### src/rtl/act_lut_pkg.sv
// Shared types and helpers for the activation lookup tables (loadable and fixed variants).
package act_lut_pkg;

  localparam int ADDR_W_DEF = 4;
  localparam int DATA_W_DEF = 8;
  localparam int IDX_W      = 16;

  typedef enum logic [1:0] {IDLE, LOAD, DONE} state_t;

  // Interpolation neighbour, with the address read as two's complement of width addr_w:
  // all-ones wraps to 0, the positive maximum saturates onto itself, anything else steps by one.
  function automatic logic [IDX_W-1:0] next_index(input logic [IDX_W-1:0] addr, input int addr_w);
    logic [IDX_W-1:0] mask;
    logic [IDX_W-1:0] pos_max;
    logic [IDX_W-1:0] a;
    mask    = (IDX_W'(1) << addr_w) - IDX_W'(1);
    pos_max = mask >> 1;
    a       = addr & mask;
    if (a == mask)
      next_index = '0;
    else if (a == pos_max)
      next_index = a;
    else
      next_index = (a + IDX_W'(1)) & mask;
  endfunction

endpackage

### src/rtl/act_lut_regfile.sv
// DEPTH x DATA_W table with one write port and two combinational read indices.
module act_lut_regfile
  import act_lut_pkg::*;
#(
  parameter int ADDR_W = ADDR_W_DEF,
  parameter int DATA_W = DATA_W_DEF
) (
  input  logic                     clk,
  input  logic                     rst,
  input  logic                     we,
  input  logic [ADDR_W-1:0]        waddr,
  input  logic signed [DATA_W-1:0] wdata,
  input  logic [ADDR_W-1:0]        raddr_a,
  input  logic [ADDR_W-1:0]        raddr_b,
  output logic signed [DATA_W-1:0] rdata_a,
  output logic signed [DATA_W-1:0] rdata_b
);

  localparam int DEPTH = 1 << ADDR_W;

  logic signed [DATA_W-1:0] mem [DEPTH];

  // Reads see the array before this cycle's write lands (read-before-write).
  assign rdata_a = mem[raddr_a];
  assign rdata_b = mem[raddr_b];

  always_ff @(posedge clk) begin
    if (rst) begin
      for (int i = 0; i < DEPTH; i++) mem[i] <= '0;
    end else if (we) begin
      mem[waddr] <= wdata;
    end
  end

endmodule

### src/rtl/act_lut_loader.sv
// Stream-loaded activation LUT: fills DEPTH entries in order, then serves base/neighbour reads.
module act_lut_loader
  import act_lut_pkg::*;
#(
  parameter int ADDR_W = ADDR_W_DEF,
  parameter int DATA_W = DATA_W_DEF
) (
  input  logic                     clk,
  input  logic                     rst,
  input  logic                     start,
  input  logic                     in_valid,
  output logic                     in_ready,
  input  logic signed [DATA_W-1:0] in_data,
  output logic [ADDR_W:0]          wr_count,
  output logic                     busy,
  output logic                     loaded,
  input  logic                     rd_en,
  input  logic [ADDR_W-1:0]        address,
  output logic signed [DATA_W-1:0] base,
  output logic signed [DATA_W-1:0] next_data,
  output logic                     rd_valid
);

  localparam int              DEPTH = 1 << ADDR_W;
  localparam logic [ADDR_W:0] LAST  = (ADDR_W + 1)'(DEPTH - 1);

  state_t                   state;
  logic                     accept;
  logic [ADDR_W-1:0]        nb_idx_p0;
  logic signed [DATA_W-1:0] base_p0;
  logic signed [DATA_W-1:0] next_p0;
  logic signed [DATA_W-1:0] base_p1;
  logic signed [DATA_W-1:0] next_p1;
  logic                     vld_p1;

  // A word offered alongside start belongs to no load and is dropped.
  assign accept    = in_valid & in_ready & ~start;
  assign nb_idx_p0 = ADDR_W'(next_index(IDX_W'(address), ADDR_W));

  act_lut_regfile #(
    .ADDR_W(ADDR_W),
    .DATA_W(DATA_W)
  ) u_regfile (
    .clk    (clk),
    .rst    (rst),
    .we     (accept),
    .waddr  (wr_count[ADDR_W-1:0]),
    .wdata  (in_data),
    .raddr_a(address),
    .raddr_b(nb_idx_p0),
    .rdata_a(base_p0),
    .rdata_b(next_p0)
  );

  always_ff @(posedge clk) begin
    if (rst) begin
      state    <= IDLE;
      in_ready <= 1'b0;
      busy     <= 1'b0;
      loaded   <= 1'b0;
      wr_count <= '0;
    end else if (start) begin
      state    <= LOAD;
      in_ready <= 1'b1;
      busy     <= 1'b1;
      loaded   <= 1'b0;
      wr_count <= '0;
    end else begin
      case (state)
        LOAD: begin
          if (accept) begin
            wr_count <= wr_count + 1'b1;
            if (wr_count == LAST) begin
              state    <= DONE;
              in_ready <= 1'b0;
              busy     <= 1'b0;
              loaded   <= 1'b1;
            end
          end
        end
        IDLE, DONE: begin
          in_ready <= 1'b0;
          busy     <= 1'b0;
        end
        default: begin
          state    <= IDLE;
          in_ready <= 1'b0;
          busy     <= 1'b0;
          loaded   <= 1'b0;
        end
      endcase
    end
  end

  // ---- p0 -> p1: registered read; data holds whenever no valid read occurs ----
  always_ff @(posedge clk) begin
    if (rst) begin
      vld_p1  <= 1'b0;
      base_p1 <= '0;
      next_p1 <= '0;
    end else begin
      vld_p1 <= rd_en & loaded;
      if (rd_en & loaded) begin
        base_p1 <= base_p0;
        next_p1 <= next_p0;
      end
    end
  end

  assign base      = base_p1;
  assign next_data = next_p1;
  assign rd_valid  = vld_p1;

endmodule

### config.mk
export PLATFORM = sky130hd
export DESIGN_NAME = act_lut_loader
export DESIGN_NICKNAME = d
export VERILOG_FILES = /design/src/rtl/act_lut_pkg.sv /design/src/rtl/act_lut_regfile.sv /design/src/rtl/act_lut_loader.sv
export SDC_FILE = /design/constraint.sdc
export NUM_CORES = 1
export LEC_CHECK = 0
export ABC_AREA = 1
export CAP_MARGIN = 15
export CORE_UTILIZATION = 55
export CTS_CLUSTER_DIAMETER = 200
export CTS_CLUSTER_SIZE = 8
export DETAILED_ROUTE_END_ITERATION = 12
export PLACE_DENSITY_LB_ADDON = 0.08
export RECOVER_POWER = 50
export SLEW_MARGIN = 20
export SYNTH_ARGS = -nofsm -noshare
export SYNTH_HDL_FRONTEND = slang
export SYNTH_HIERARCHICAL = 1
export SYNTH_SLANG_ARGS = --single-unit
### constraint.sdc
create_clock -name clk -period 2 [get_ports clk]
set_input_delay 0.4 -clock clk [delete_from_list [all_inputs] [get_ports clk]]
set_output_delay 0.4 -clock clk [all_outputs]
set_load 0.1 [all_outputs]
==> results.toml <==
[logic_synthesis]
ys_ff_latch = 153
ys_types = 28
syn_avg_cell_area_um2 = 7.50
syn_area_mm2 = 0.00858
ys_seq_area_frac = 0.506
netlist.area_leader.share = 0.448
yosys.area.top_type = "edfxtp_1"
syn-num-nets = 1164
yosysWarnings = 6
synth_area_leaders = "edfxtp_1 (45%), nand2_1 (13%), nand3_1 (13%)"
synthCells = 1144

[timing]
tightest_slew_ns = 0.566
whs_ns = 0.481
maxSlewViolCount = 0
relSlewSlack = 0.624
period_share = 0.953
post-route-min-period_ns = 1.91
hold_violations = 0
setup-tns-final_ns = 0
fin_worst_skew_ns = 0.00972
max_freq_ghz = 0.525
setup_viol = 0

[placed_design]
numPortBuffers = 41
placed_cell_area_mm2 = 0.00990
gp_congestion = 0.967
dpl.cell_count = 1407
post-dp-hpwl_um = 18700

[floorplan]
io_pins = 42
dieArea_mm2 = 0.0161
die_w_um = 127
initial_core_util = 0.565
core_mm2 = 0.0152
die_h_um = 127
rows = 45

[setup_path]
cp_slowest_cell = "dlygate4sd2_1"
cp.required_ns = 2.37
crit_path_max_incr_delay_ns = 0.26
startpoint = "address[1]"
regToRegSetupSlack_ns = 0.18
end_kind = "register"
arrival_ns = 2.27
endpoint = "next_data[6]$_SDFFE_PP0P_"
worstReg2RegEnd = "u_regfile/mem[11][5]$_SDFFCE_PN0P_"
timing.rr.start = "busy$_SDFFE_PP0P_"
crit_chain = "dlygate4sd2_1 -> ha_2 -> nand2_2 -> nor2_4 -> a22o_1 -> inv_1 -> buf_4 -> nand3_1 -> nand3_2 -> nand3_2 -> nand2_1 -> o21ai_1 -> nor2_1"
crit_path_frequent_cell = "nand3_2"
r2r_cells = 8
startpoint_type = "input port"
worstPathMaxFanout = 16
path_class = "input port to register"

[cells_and_area]
area_growth_pct = 22.5
final_cells = 1445
final_layout_size_suffix_gt1_frac = 0.150
nets = 1264
final_area_mm2 = 0.0105
antennaDiodeCount = 0

[pwr]
p_leak_nw = 4.97
power_density_mw_per_mm2 = 784
total_power_mw = 8.24
peakVddDrop_v = 0.000615

[cts]
clk_pin_slew_worst_paths_ns = 0.06
cts_tree = "built"
root_buffer = "clkbuf_16"
cts_hold_buf = 0
clock_sinks = 153
clkLatencyLatePin_ns = 0.44
numCtsBuffers = 17
ctsHtreeMaxLevel = 4
clock_path_buffers = 2

[detailed_routing]
routed_wl_um = 26700
drt-initial-drc-count = 1136
vias = 8157
drtPass1Iterations = 6
postRouteAntennaNets = 0
routed_via_density = 5.64
wl_per_cell_um = 18.5
drcViolationCount = 0

[global_routing]
grt_max_degree = 34
gr-total-overflow = 0
track_usage = 0.343
antenna_found_initial = 0
grt_pass1_wl_um = 40600
grt_pass1_vias = 7144

[status]
status = "complete, no violations"

[worst_hold_path]
min_path_type = "register to register"

[run]
max-cap-violations = 0
worst min path at each step:
stage / start / end / slack, ns / depth (start not counted)
finish: base[5]$_SDFFE_PP0P_ / base[5]$_SDFFE_PP0P_ / 0.48 / 2
global route: base[6]$_SDFFE_PP0P_ / base[6]$_SDFFE_PP0P_ / 0.52 / 2
CTS: base[5]$_SDFFE_PP0P_ / base[5]$_SDFFE_PP0P_ / 0.49 / 2
detailed placement: base[5]$_SDFFE_PP0P_ / base[5]$_SDFFE_PP0P_ / 0.48 / 2
global placement: base[0]$_SDFFE_PP0P_ / base[0]$_SDFFE_PP0P_ / 0.46 / 2
floorplan: rst / rd_valid$_SDFF_PP0_ / 0.47 / 1
logic make-up after synthesis:
| kind of cell | synth area share |
|---|---|
| xor gates and xnor gates | 0.00204 |
| and+or+nand+nor | 0.370 |
| adders and majority gates | 0.00437 |
| AOI/OAI and AO/OA | 0.0138 |
| buffers and inverters | 0.103 |
| DFF | 0.506 |
state kept, by name (all words and copies together), names as in the netlist:
signal,cells
base,8
busy,1
loaded,1
next_data,8
rd_valid,1
state,1
u_regfile/mem,128
wr_count,5
Yosys cell counts (all sizes together):
master and instances:
a21oi 3, a22o 1, buf 36, clkbuf 25
dfxtp 25, edfxtp 128, ha 3, inv 162
nand2 327, nand3 228, nor2 180, nor3 3
nor3b 1, o21ai 19, or2 1, xor2 2
critical path: cells and delay by family:
| kind | cells | cell delay, ns |
|---|---|---|
| simple gates | 7 | 0.71 |
| buf+inv | 3 | 0.65 |
| compound gates | 2 | 0.32 |
| fa+ha+maj | 1 | 0.19 |
report_power, final:
group	switching, mW	internal [mW]	total [mW]
combinational	0.799	0.456	1.25
clock	1.33	2.09	3.42
sequential	0.0318	3.54	3.57
layout by cell type (no fill, tap or decap), types with 3 or more instances in the layout:
cell,n
clkinv_4,3
inv_2,7
nand2_1,314
clkbuf_1,10
nand3_1,217
o21ai_1,11
nand2_2,12
buf_12,22
clkbuf_16,17
dfxtp_1,22
inv_1,153
a21oi_1,3
bufinv_16,4
clkdlybuf4s50_1,13
inv_6,4
o21ai_0,7
nor2_1,178
clkbuf_2,31
nand3_2,11
edfxtp_1,128
buf_4,59
final cells by class:
| cell class | count | area (um^2) |
|---|---|---|
| clock buffers | 17 | 425 |
| repair buffers | 142 | 1310 |
| multi-input cells | 768 | 3390 |
| flip-flops and latches | 153 | 4350 |
| well taps | 188 | 235 |
| inverters | 162 | 616 |
| fillers | 1294 | 4690 |
| clock inverters | 15 | 198 |
routing by layer:
layer / GRT usage / vias up / routed length (um)
met3: 0.0755 / 52 / 3290
met1: 0.503 / 3708 / 11400
met2: 0.498 / 561 / 11400
met4: 0.127 / 0 / 650
li1: - / 3836 / -
met5: 0 / - / 0
metrics by stage:
step,worst slack [ns],util
2_1_floorplan,0.0251,-
3_3_place_gp,-0.582,0.652
3_5_place_dp,-0.580,0.652
4_1_cts,0.0596,0.704
5_1_grt,-0.0336,0.692
6_report,0.0938,0.692
what timing repair did:
| item | 4_1_cts | 5_1_grt |
|---|---|---|
| endpoints found under the setup margin | 8 | 8 |
| pin swaps | 4 | 1 |
| endpoints found under the hold margin | 0 | 0 |
| setup buffers | 4 | 0 |
| resized for setup | 21 | 7 |
| cloned | 2 | 0 |
No activity file was read; power rests on OpenSTA's default activity.
